--- src/rtl/encoder_velocity_sampler.sv ---
// Encoder velocity sampler: signed position delta per fixed window with
// valid/ready hand-off, sticky overrun flag and stall detection.
module encoder_velocity_sampler #(
  parameter int unsigned SAMPLE_CYCLES = 1000000,
  parameter int unsigned STALL_SAMPLES = 8
) (
  input  logic        clk,
  input  logic        rst,
  input  logic        enable,
  input  logic [23:0] count,
  input  logic        zero_cntrs,
  output logic [23:0] vel,
  output logic        vel_valid,
  input  logic        vel_ready,
  output logic        overrun,
  input  logic        clear_overrun,
  output logic        stall,
  output logic        window_tick
);

  localparam int unsigned TW = (SAMPLE_CYCLES > 2) ? $clog2(SAMPLE_CYCLES) : 1;
  localparam logic [TW-1:0] TIMER_LAST = TW'(SAMPLE_CYCLES - 1);
  localparam logic [7:0]    STALL_MAX  = 8'(STALL_SAMPLES);

  typedef enum logic {IDLE, RUN} state_t;

  state_t        state, state_nxt;
  logic [TW-1:0] timer;
  logic [23:0]   prev;
  logic [23:0]   delta;
  logic [7:0]    stall_cnt;
  logic          start, leave;

  always_ff @(posedge clk or posedge rst) begin
    if (rst) state <= IDLE;
    else     state <= state_nxt;
  end

  always_comb begin
    state_nxt = state;
    case (state)
      IDLE:    if (enable)  state_nxt = RUN;
      RUN:     if (!enable) state_nxt = IDLE;
      default: state_nxt = IDLE;
    endcase
  end

  always_comb begin
    start       = (state == IDLE) && enable;
    leave       = (state == RUN) && !enable;
    window_tick = (state == RUN) && (timer == TIMER_LAST);
  end

  assign delta = count - prev;
  assign stall = (stall_cnt == STALL_MAX);

  always_ff @(posedge clk or posedge rst) begin
    if (rst) begin
      timer <= '0;
    end else if ((state == RUN) && enable) begin
      timer <= window_tick ? '0 : timer + TW'(1);
    end else begin
      timer <= '0;
    end
  end

  // A counter clear zeroes prev even on a tick; vel still uses the old prev.
  always_ff @(posedge clk or posedge rst) begin
    if (rst)                       prev <= '0;
    else if (zero_cntrs)           prev <= '0;
    else if (start || window_tick) prev <= count;
  end

  always_ff @(posedge clk or posedge rst) begin
    if (rst) begin
      vel       <= '0;
      vel_valid <= 1'b0;
    end else if (window_tick) begin
      vel       <= delta;
      vel_valid <= 1'b1;
    end else if (vel_valid && vel_ready) begin
      vel_valid <= 1'b0;
    end
  end

  always_ff @(posedge clk or posedge rst) begin
    if (rst)                                      overrun <= 1'b0;
    else if (window_tick && vel_valid && !vel_ready) overrun <= 1'b1;
    else if (clear_overrun)                       overrun <= 1'b0;
  end

  always_ff @(posedge clk or posedge rst) begin
    if (rst) begin
      stall_cnt <= '0;
    end else if (leave) begin
      stall_cnt <= '0;
    end else if (window_tick) begin
      if (delta != '0)              stall_cnt <= '0;
      else if (stall_cnt != STALL_MAX) stall_cnt <= stall_cnt + 8'd1;
    end
  end

endmodule

--- config.mk ---
export PLATFORM = sky130hd
export DESIGN_NAME = encoder_velocity_sampler
export DESIGN_NICKNAME = d
export VERILOG_FILES = /design/src/rtl/encoder_velocity_sampler.sv
export SDC_FILE = /design/constraint.sdc
export NUM_CORES = 1
export LEC_CHECK = 0
export BUFFER_PORTS_ARGS = -buffer_cell sky130_fd_sc_hd__buf_4
export CAP_MARGIN = 10
export CORE_MARGIN = 2
export CORE_UTILIZATION = 40
export DETAILED_ROUTE_END_ITERATION = 16
export PLACE_DENSITY_LB_ADDON = 0.05
export SLEW_MARGIN = 30
export SYNTH_ARGS = -nofsm -noshare
export SYNTH_HDL_FRONTEND = slang
export SYNTH_SLANG_ARGS = --single-unit
--- constraint.sdc ---
create_clock -name clk -period 3.9 [get_ports clk]
set_input_delay 0.39 -clock clk [delete_from_list [all_inputs] [get_ports clk]]
set_output_delay 0.39 -clock clk [all_outputs]
set_load 0.005 [all_outputs]
==> reports/summary.txt, run 1 <==
commonest non-fill, non-tap cell in the layout - dfrtp_1
PwrDens - 367 nW/um2
status - complete, no violations
period utilization - 93.0%
Synth-to-Final Area Change - 18.2%
crit-path cells - ha_1, fa_1, and2b_1, o2111ai_1, buf_4, nand2_1, xor2_1, or4_1, nor3_1, nand4_1, nor4_2, nor2_2, nor3_1
Arr. time, crit path - 3.89 ns
P_int - 1.45 mW
Total Wirelength - 11500 um
worst relative slew slack - 48.6%
# resized after CTS - 0
largest net degree at the start of global routing - 80
clk sinks - 79
RSZ-0062 raised after global routing - false
num rows - 39
Synth Flop Type - dfrtp_1
setup tns final - 0 ns
Net Count, Synth - 589
input/output buffers - 57
combinational share of power - 21.9%
CTS H-tree depth - 3
endpoints failing hold - 0
DRC viols - 0
sw power - 630 uW
Setup violations, final - 0
Cell variety after synth - 62
fin nets - 647
clock network fraction of total power - 37.3%
Peak VDD IR - 0.161 mV
root buffer cell - clkbuf_16
Starting Density - 41.5%
Synth Instances - 532
Seq cells post-synth - 79
detailed placement HPWL - 8480 um
most frequent cells in the layout - dfrtp_1 (79), buf_4 (64), nand2_1 (49)
Synth warnings - 0
core footprint - 11600 um2
GRT Total Usage - 18.8%
Hold WC Path Type - input port to flip-flop
crit path time final - 3.63 ns
postcts setup bufs - 0
antenna violations before repair - 0
hold_ws - 0.179 ns
Die Height - 113 um
CP Depth - 13
vias in the first global route - 3959
Crit Path Class - flip-flop to flip-flop
Worst path max stage delay - 0.53 ns
global route total overflow - 0
Seq/Total Area, Yosys - 41.2%
global-route wire length before repair - 19300 um
CP max-delay cell - or4_1
Max clock buf depth - 2
TritonCTS buffer count - 9
Max Freq - 276 MHz
vias per std cell - 5.39
count of buffer and inverter cells on the critical path - 1
Max Slew Vio Count - 0
Register-to-Register Path Depth - 13
die area - 12900 um2
ANT cells - 0
TritonCTS clock tree - yes
Detail Route Antenna Nets - 0
DR WL/cell - 15.6 um
FFs w/ async S/R, synth - 100%
crit-path most repeated cell - nor3_1
post-layout util - 49.0%
Finished Layout Cells - 738
worst-margin pin slew - 0.763 ns
via count - 3976
Seq pwr share - 40.8%
Leak - 2.57 nW
EDFF count, synth - 0
layout cells sized above 1 - 16.8%
hold path depth - 1
Worst Path Required - 4.17 ns
Clk pin slew, worst setup/hold paths - 0.06 ns
crit-path max FO - 5
Clock Latency Late Sink - 0.35 ns
Hold Buf Count CTS - 0
Setup Skew - 0.00720 ns
placed insts - 722
family with the most delay on the worst path - simple AND/OR/NAND/NOR gates
Critical Path Start Type - flip-flop
Die X-Extent - 113 um
# IOs - 58
Mapped Area - 4800 um2
router iterations before antenna repair - 5
Sw Ratio - 30.3%
type of destination of the critical path - flip-flop
Max-Cap Viols - 0
Final GP Congestion - 0.859
Syn Area/Cell - 9.01 um2
1st-iter DRT viols - 274
sequential cells by signal, summed over array words and instances (netlist names):
| register | count |
|---|---|
| vel_valid | 1 |
| timer | 20 |
| vel | 24 |
| overrun | 1 |
| stall_cnt | 8 |
| state | 1 |
| prev | 24 |
power by group through the flow:
stage	clock network [mW]	logic (mW)	registers, mW
floorplan	0	0.324	0.862
global placement	0	0.452	0.863
detailed placement	0	0.454	0.864
CTS	0.798	0.458	0.849
global route	0.833	0.513	0.851
finish	0.776	0.455	0.849
worst paths after layout:
| path | from | end | slack [ns] |
|---|---|---|---|
| max | prev[0]$_DFFE_PP0P_ | stall_cnt[3]$_DFFE_PP0P_ | 0.27 |
| min | enable | state$_DFF_PP0_ | 0.18 |
| max reg2reg | prev[0]$_DFFE_PP0P_ | stall_cnt[3]$_DFFE_PP0P_ | 0.27 |
| min reg2reg | vel[4]$_DFFE_PP0P_ | vel[4]$_DFFE_PP0P_ | 0.48 |
| max in group asynchronous | rst | prev[19]$_DFFE_PP0P_ | 3.15 |
| min in group asynchronous | rst | timer[10]$_DFF_PP0_ | 0.25 |
layout make-up:
cell class | instances | area (um2)
Clock inverter | 5 | 33.8
Fill cell | 1115 | 5900
Multi-Input combinational cell | 398 | 2610
Sequential cell | 79 | 1980
Timing Repair Buffer | 65 | 492
Tap cell | 143 | 179
Inverter | 37 | 139
Clock buffer | 11 | 233
Yosys cell counts (5+ instances only):
cell	instances	area share, %
dfrtp_1	79	41
nand2_1	49	3.8
o21ai_0	45	4.7
nor2_1	39	3.1
inv_1	36	2.8
a21oi_1	32	3.3
ha_1	26	6.8
nand3b_1	22	3.4
nand3_1	18	1.9
clkbuf_1	17	1.3
xnor2_1	17	3.1
xor2_1	16	2.9
nor3_1	13	1.4
and3_1	10	1.3
nand4_1	10	1.3
mux2_2	9	2.1
a21o_1	6	0.94
o21a_1	6	0.94
o31ai_1	6	0.94
nor4_1	5	0.65
layer usage:
| layer | vias up | share of wire, % | track usage, % | wire length, um |
|---|---|---|---|---|
| li1 | 2007 | - | - | - |
| met1 | 1892 | 50 | 26.4 | 5760 |
| met2 | 70 | 45 | 29.1 | 5160 |
| met3 | 7 | 4.2 | 3.35 | 480 |
| met4 | 0 | 1.0 | 6.99 | 115 |
| met5 | - | 0 | 0 | 0 |
cells by family after synthesis:
logic type / synth area share, %
buf+inv: 4.30
simple gates: 21.6
mux: 2.53
flops: 41.2
xor+xnor: 6.03
compound gates: 17.1
fa+ha+maj: 7.20
metrics by stage:
stage                     area (um2)  power, mW  setup slack, ns
after floorplan                 4800       1.19            0.584
after global placement          5400       1.32            0.221
after detailed placement        5400       1.32            0.120
after CTS                       5670       2.10            0.241
after global routing            5670       2.20           0.0165
final                           5670       2.08            0.272
Note: power is estimated with default switching activity, not from simulation.
==> run 2: changes to the inputs <==
--- a/config.mk
+++ b/config.mk
@@ -11,6 +11,7 @@
 export CORE_UTILIZATION = 40
 export DETAILED_ROUTE_END_ITERATION = 16
 export PLACE_DENSITY_LB_ADDON = 0.05
+export SETUP_SLACK_MARGIN = 0.4
 export SLEW_MARGIN = 30
 export SYNTH_ARGS = -nofsm -noshare
 export SYNTH_HDL_FRONTEND = slang
==> run 2 against run 1 <==
Net effect: critical path type unchanged; combinational power rose by 5.7%; count of clock-buffer cells in the layout did not move; highest routed layer unchanged; non-clock buffer count rose by 2; clock power fell by 0.5%.
==> reports/summary.txt, run 2 (same netlist as run 1, synthesis figures left out) <==
critical path startpoint - prev[0]$_DFFE_PP0P_
# IOs - 58 (unchanged)
period utilization - 87.2% (-5.8 points)
Synth-to-Final Area Change - 20.6%
1st-iter DRT viols - 251 (-8.4%)
core footprint - 11600 um2 (unchanged)
FILL cells - 1109 (-0.54%)
Max clock buf depth - 2 (unchanged)
family with the most delay on the worst path - simple AND/OR/NAND/NOR gates
router iterations before antenna repair - 5 (unchanged)
Die X-Extent - 113 um (unchanged)
Register-to-Register Path Depth - 13 (unchanged)
Peak VDD IR - 0.162 mV (+0.67%)
crit path time final - 3.40 ns (-0.228 ns)
vias in the first global route - 3963 (+0.10%)
die area - 12900 um2 (unchanged)
reg2reg end - stall_cnt[2]$_DFFE_PP0P_
CP Depth - 13 (unchanged)
DRC viols - 0 (unchanged)
Setup Skew - 0.00659 ns (-0.000607 ns)
Max-Cap Viols - 0 (unchanged)
Detail Route Antenna Nets - 0 (unchanged)
Starting Density - 41.5% (unchanged)
setup tns final - 0 ns (unchanged)
Leak - 2.60 nW (+1.2%)
clk sinks - 79 (unchanged)
vias per std cell - 5.44 (+1.0%)
post-layout util - 50.0% (+1.0 points)
count of buffer and inverter cells on the critical path - 1 (unchanged)
worst relative slew slack - 47.1% (-1.5 points)
via count - 4028 (+1.3%)
DR WL/cell - 15.7 um (+0.77%)
Max Freq - 294 MHz (+6.7%)
crit path to - stall_cnt[2]$_DFFE_PP0P_
Finished Layout Cells - 740 (+0.27%)
endpoints failing hold - 0 (unchanged)
Setup violations, final - 0 (unchanged)
fin area - 5780 um2 (+2.1%)
Clk pin slew, worst setup/hold paths - 0.06 ns (about the same)
input/output buffers - 57 (unchanged)
Critical Path Start Type - flip-flop
Arr. time, crit path - 3.68 ns (-0.21 ns)
biggest regs - prev: 24 flops, vel: 24 flops, timer: 20 flops
RSZ-0062 raised after global routing - false
placed insts - 722 (unchanged)
GRT Total Usage - 18.8% (+0.034 points)
Total Wirelength - 11600 um (+1.0%)
global-route wire length before repair - 19300 um (about the same)
Max Slew Vio Count - 0 (unchanged)
layout cells sized above 1 - 19.8% (+3.0 points)
detailed placement HPWL - 8480 um (unchanged)
TritonCTS buffer count - 9 (unchanged)
Hold WC Path Type - input port to flip-flop
crit-path max FO - 4 (-1)
status - complete, no violations
root buffer cell - clkbuf_16
total power draw - 2.10 mW (+1.1%)
fin nets - 649 (+0.31%)
Worst path max stage delay - 0.45 ns (-0.08 ns)
PwrDens - 363 nW/um2 (-0.97%)
antenna violations before repair - 0 (unchanged)
ANT cells - 0 (unchanged)
crit-path most repeated cell - nand4b_1
num rows - 39 (unchanged)
r2r startpoint - prev[0]$_DFFE_PP0P_
TritonCTS clock tree - yes
multi-input combinational cell area - 2710 um2 (+3.8%)
largest net degree at the start of global routing - 80 (unchanged)
crit-path cells - ha_2, fa_2, and2b_2, o2111ai_4, buf_6, a31oi_1, xnor2_1, nand4b_1, nor3_4, nand4_1, nor4_4, nand4b_1, a21oi_2
CTS H-tree depth - 3 (unchanged)
Clock Latency Late Sink - 0.34 ns (about the same)
most frequent cells in the layout - dfrtp_1 (79), buf_4 (65), nand2_1 (49)
global route total overflow - 0 (unchanged)
worst-margin pin slew - 0.792 ns (+0.0287 ns)
CP max-delay cell - nor4_4
R2R Setup Slk - 0.50 ns (+0.23 ns)
Sequential cell area - 1980 um2 (unchanged)
placed cell areas - 5400 um2 (unchanged)
type of destination of the critical path - flip-flop
Final GP Congestion - 0.859 (unchanged)
Die Height - 113 um (unchanged)
Crit Path Class - flip-flop to flip-flop
Worst Path Required - 4.18 ns (about the same)
commonest non-fill, non-tap cell in the layout - dfrtp_1
-- run 2: cell count changes in the layout (fill, tap and decap cells not counted), sizes merged --
| cell | previous run | this run |
|---|---|---|
| buf | 65 | 67 |
-- run 2: timing repair --
action / in CTS / in global routing
pin swaps: 2 / 8
resized for setup: 5 / 19
buffers inserted: 0 / 2
setup endpoints to repair: 8 / 8
hold buffers: 0 / 0
-- run 2: final cells by class --
| cell class | count | area share, % |
|---|---|---|
| inverter | 37 | 2.40 |
| clock inverter | 5 | 0.584 |
| sequential | 79 | 34.2 |
| multi-input combinational | 398 | 46.9 |
| timing repair buffer | 67 | 8.83 |
| tap | 143 | 3.09 |
| clock buffer | 11 | 4.02 |
-- run 2: power by group --
part | internal [mW] | leakage [nW] | switching [mW] | total [mW]
registers | 0.841 | 1.01 | 0.00786 | 0.849
clock network | 0.431 | 0.126 | 0.341 | 0.772
logic | 0.186 | 1.46 | 0.295 | 0.481
total | 1.46 | 2.60 | 0.644 | 2.10
-- run 2: worst min path at each step --
stage,cells past startpoint,from,slack (ns),end
floorplan,0,enable,0.42,state$_DFF_PP0_
global placement,2,vel[4]$_DFFE_PP0P_,0.47,vel[4]$_DFFE_PP0P_
detailed placement,2,vel[4]$_DFFE_PP0P_,0.47,vel[4]$_DFFE_PP0P_
CTS,1,enable,0.17,state$_DFF_PP0_
global route,1,enable,0.17,state$_DFF_PP0_
finish,1,enable,0.18,state$_DFF_PP0_
-- run 2: through the flow --
stage	hold slack, ns	worst slack [ns]
after global routing	0.173	0.315
after detailed placement	0.471	0.120
final	0.182	0.500
after global placement	0.467	0.221
after floorplan	0.421	0.584
after CTS	0.170	0.406
-- run 2: layer usage --
layer	vias to the layer above	routed length [um]	GRT usage (%)
li1	2011	-	-
met1	1938	5850	26.3
met2	70	5260	29.2
met3	9	393	3.40
met4	0	132	7.07
met5	-	0	0
==> run 3: changes to the inputs <==
--- a/config.mk
+++ b/config.mk
@@ -7,10 +7,10 @@
 export LEC_CHECK = 0
 export BUFFER_PORTS_ARGS = -buffer_cell sky130_fd_sc_hd__buf_4
 export CAP_MARGIN = 10
-export CORE_MARGIN = 2
+export CORE_MARGIN = 4
 export CORE_UTILIZATION = 40
 export DETAILED_ROUTE_END_ITERATION = 16
-export PLACE_DENSITY_LB_ADDON = 0.05
+export PLACE_DENSITY_LB_ADDON = 0.2
 export SETUP_SLACK_MARGIN = 0.4
 export SLEW_MARGIN = 30
 export SYNTH_ARGS = -nofsm -noshare
==> run 3 against run 2 <==
Net effect: setup slack better by 0.070 ns; global-route usage is 1.7 points lower; largest cell class unchanged; sequential share of layout area decreased by 0.074 points; cell area increased by 0.22%; first-iteration DRC count increased by 13%; flip-flop and latch count unchanged.
==> reports/summary.txt, run 3 (same netlist as run 1, synthesis figures left out) <==
Peak VDD IR - 0.174 mV (+7.8%)
setup tns final - 0 ns (unchanged)
global-route wire length before repair - 19300 um (about the same)
global route total overflow - 0 (unchanged)
# IOs - 58 (unchanged)
Die Height - 117 um (+3.5%)
Worst path max stage delay - 0.53 ns (+0.08 ns)
P_int - 1.52 mW (+4.4%)
Die X-Extent - 117 um (+3.5%)
Register-to-Register Path Depth - 13 (unchanged)
post-layout util - 50.1% (+0.11 points)
Hold WC Path Type - input port to async pin
num rows - 39 (unchanged)
Detail Route Antenna Nets - 0 (unchanged)
root buffer cell - clkbuf_16
DRC viols - 0 (unchanged)
Sw Ratio - 30.2% (-0.47 points)
critical path startpoint - prev[0]$_DFFE_PP0P_
clock network fraction of total power - 39.4% (+2.7 points)
RSZ-0062 raised after global routing - false
Final GP Congestion - 0.890 (+3.6%)
worst-margin pin slew - 0.740 ns (-0.0516 ns)
detailed placement HPWL - 8500 um (+0.22%)
ANT cells - 0 (unchanged)
TritonCTS buffer count - 9 (unchanged)
sw power - 658 uW (+2.1%)
CP max-delay cell - or4_1
crit-path cells - ha_1, fa_2, and2b_2, o2111ai_4, nand2_1, xor2_1, or4_1, nor3_2, nand4_1, nor4_4, buf_4, nand4b_1, a21oi_2
antenna violations before repair - 0 (unchanged)
router iterations before antenna repair - 5 (unchanged)
vias per std cell - 5.56 (+2.2%)
Hold Buf Count CTS - 0 (unchanged)
Seq pwr share - 38.9% (-1.5 points)
Finished Layout Cells - 738 (-0.27%)
Synth-to-Final Area Change - 20.9%
r2r startpoint - prev[0]$_DFFE_PP0P_
input/output buffers - 57 (unchanged)
Total Wirelength - 11700 um (+0.53%)
commonest non-fill, non-tap cell in the layout - dfrtp_1
Clock Latency Late Sink - 0.35 ns (about the same)
R2R Setup Slk - 0.57 ns (+0.07 ns)
Leak - 2.60 nW (about the same)
Max Freq - 300 MHz (+2.1%)
via count - 4106 (+1.9%)
core footprint - 11600 um2 (unchanged)
reg2reg end - stall_cnt[2]$_DFFE_PP0P_
DR WL/cell - 15.9 um (+0.81%)
largest net degree at the start of global routing - 60 (-25%)
combinational share of power - 21.6% (-1.3 points)
Arr. time, crit path - 3.60 ns (-0.08 ns)
biggest regs - prev: 24 flops, vel: 24 flops, timer: 20 flops
crit-path max FO - 5 (+1)
die area - 13800 um2 (+7.2%)
Max Slew Vio Count - 0 (unchanged)
Starting Density - 41.5% (unchanged)
PwrDens - 376 nW/um2 (+3.5%)
endpoints failing hold - 0 (unchanged)
Max clock buf depth - 2 (unchanged)
most frequent cells in the layout - dfrtp_1 (79), buf_4 (65), nand2_1 (49)
Setup Skew - 0.00916 ns (+0.00257 ns)
CTS H-tree depth - 3 (unchanged)
type of destination of the critical path - flip-flop
placed insts - 721 (-0.14%)
fin area - 5800 um2 (+0.22%)
Worst Path Required - 4.17 ns (about the same)
1st-iter DRT viols - 283 (+13%)
Clk pin slew, worst setup/hold paths - 0.06 ns (about the same)
TritonCTS clock tree - yes
placed cell areas - 5390 um2 (-0.12%)
period utilization - 85.4% (-1.8 points)
vias in the first global route - 3918 (-1.1%)
status - complete, no violations
crit path time final - 3.33 ns (-0.0699 ns)
GRT Total Usage - 17.1% (-1.7 points)
Critical Path Start Type - flip-flop
Crit Path Class - flip-flop to flip-flop
layout cells sized above 1 - 19.8% (+0.066 points)
fin nets - 647 (-0.31%)
Max-Cap Viols - 0 (unchanged)
worst relative slew slack - 50.5% (+3.5 points)
clk sinks - 79 (unchanged)
Setup violations, final - 0 (unchanged)
run 3: power by group through the flow:
| stage | Sequential [mW] | Combinational (mW) | Clock (mW) |
|---|---|---|---|
| floorplan | 0.862 | 0.324 | 0 |
| finish | 0.848 | 0.472 | 0.859 |
| global placement | 0.863 | 0.439 | 0 |
| global route | 0.850 | 0.528 | 0.916 |
| detailed placement | 0.864 | 0.446 | 0 |
| CTS | 0.848 | 0.454 | 0.885 |
run 3: cell type report:
| type | instances | area (um2) |
|---|---|---|
| fillers | 1123 | 5770 |
| repair buffers | 65 | 488 |
| clock inverters | 6 | 70.1 |
| inverters | 37 | 144 |
| flip-flops and latches | 79 | 1980 |
| multi-input cells | 398 | 2710 |
| well taps | 143 | 179 |
| clock buffers | 10 | 229 |
run 3: routing by layer:
metal  vias up  wire (um)  track usage [%]  share of wire (%)
met5         -          0                0                  0
met4         0        206             6.45                1.8
met3        19        583             3.80                5.0
met2       119       5390             26.5                 46
met1      1957       5520             23.4                 47
li1       2011          -                -                  -
run 3: repair_timing:
action / in CTS / in global routing
gates resized for setup: 3 / 20
hold endpoints to repair: 0 / 0
setup endpoints to repair: 8 / 8
buffers inserted: 0 / 1
pin swaps: 2 / 4
run 3: worst max-delay path: cells and delay by family (launching register included):
family | cells | cell delay (ns)
compound gates | 2 | 0.31
simple gates | 7 | 1.71
buf+inv | 1 | 0.18
flops | 1 | 0.39
xor+xnor | 1 | 0.08
fa+ha+maj | 2 | 0.56
run 3: how the worst max path moves through the flow:
| stage | slack, ns | endpoint | cells past startpoint |
|---|---|---|---|
| after floorplan | 0.58 | stall_cnt[1]$_DFFE_PP0P_ | 13 |
| after global placement | 0.23 | stall_cnt[6]$_DFFE_PP0P_ | 14 |
| after detailed placement | 0.08 | stall_cnt[5]$_DFFE_PP0P_ | 14 |
| after CTS | 0.44 | stall_cnt[5]$_DFFE_PP0P_ | 12 |
| after global routing | 0.38 | stall_cnt[2]$_DFFE_PP0P_ | 13 |
| final | 0.57 | stall_cnt[2]$_DFFE_PP0P_ | 13 |
run 3: stage by stage:
stage | setup slack, ns | power, mW | hold WS, ns
after detailed placement | 0.0835 | 1.31 | 0.469
final | 0.570 | 2.18 | 0.0848
after CTS | 0.435 | 2.19 | 0.0989
after floorplan | 0.584 | 1.19 | 0.421
after global placement | 0.235 | 1.30 | 0.467
after global routing | 0.383 | 2.29 | 0.128
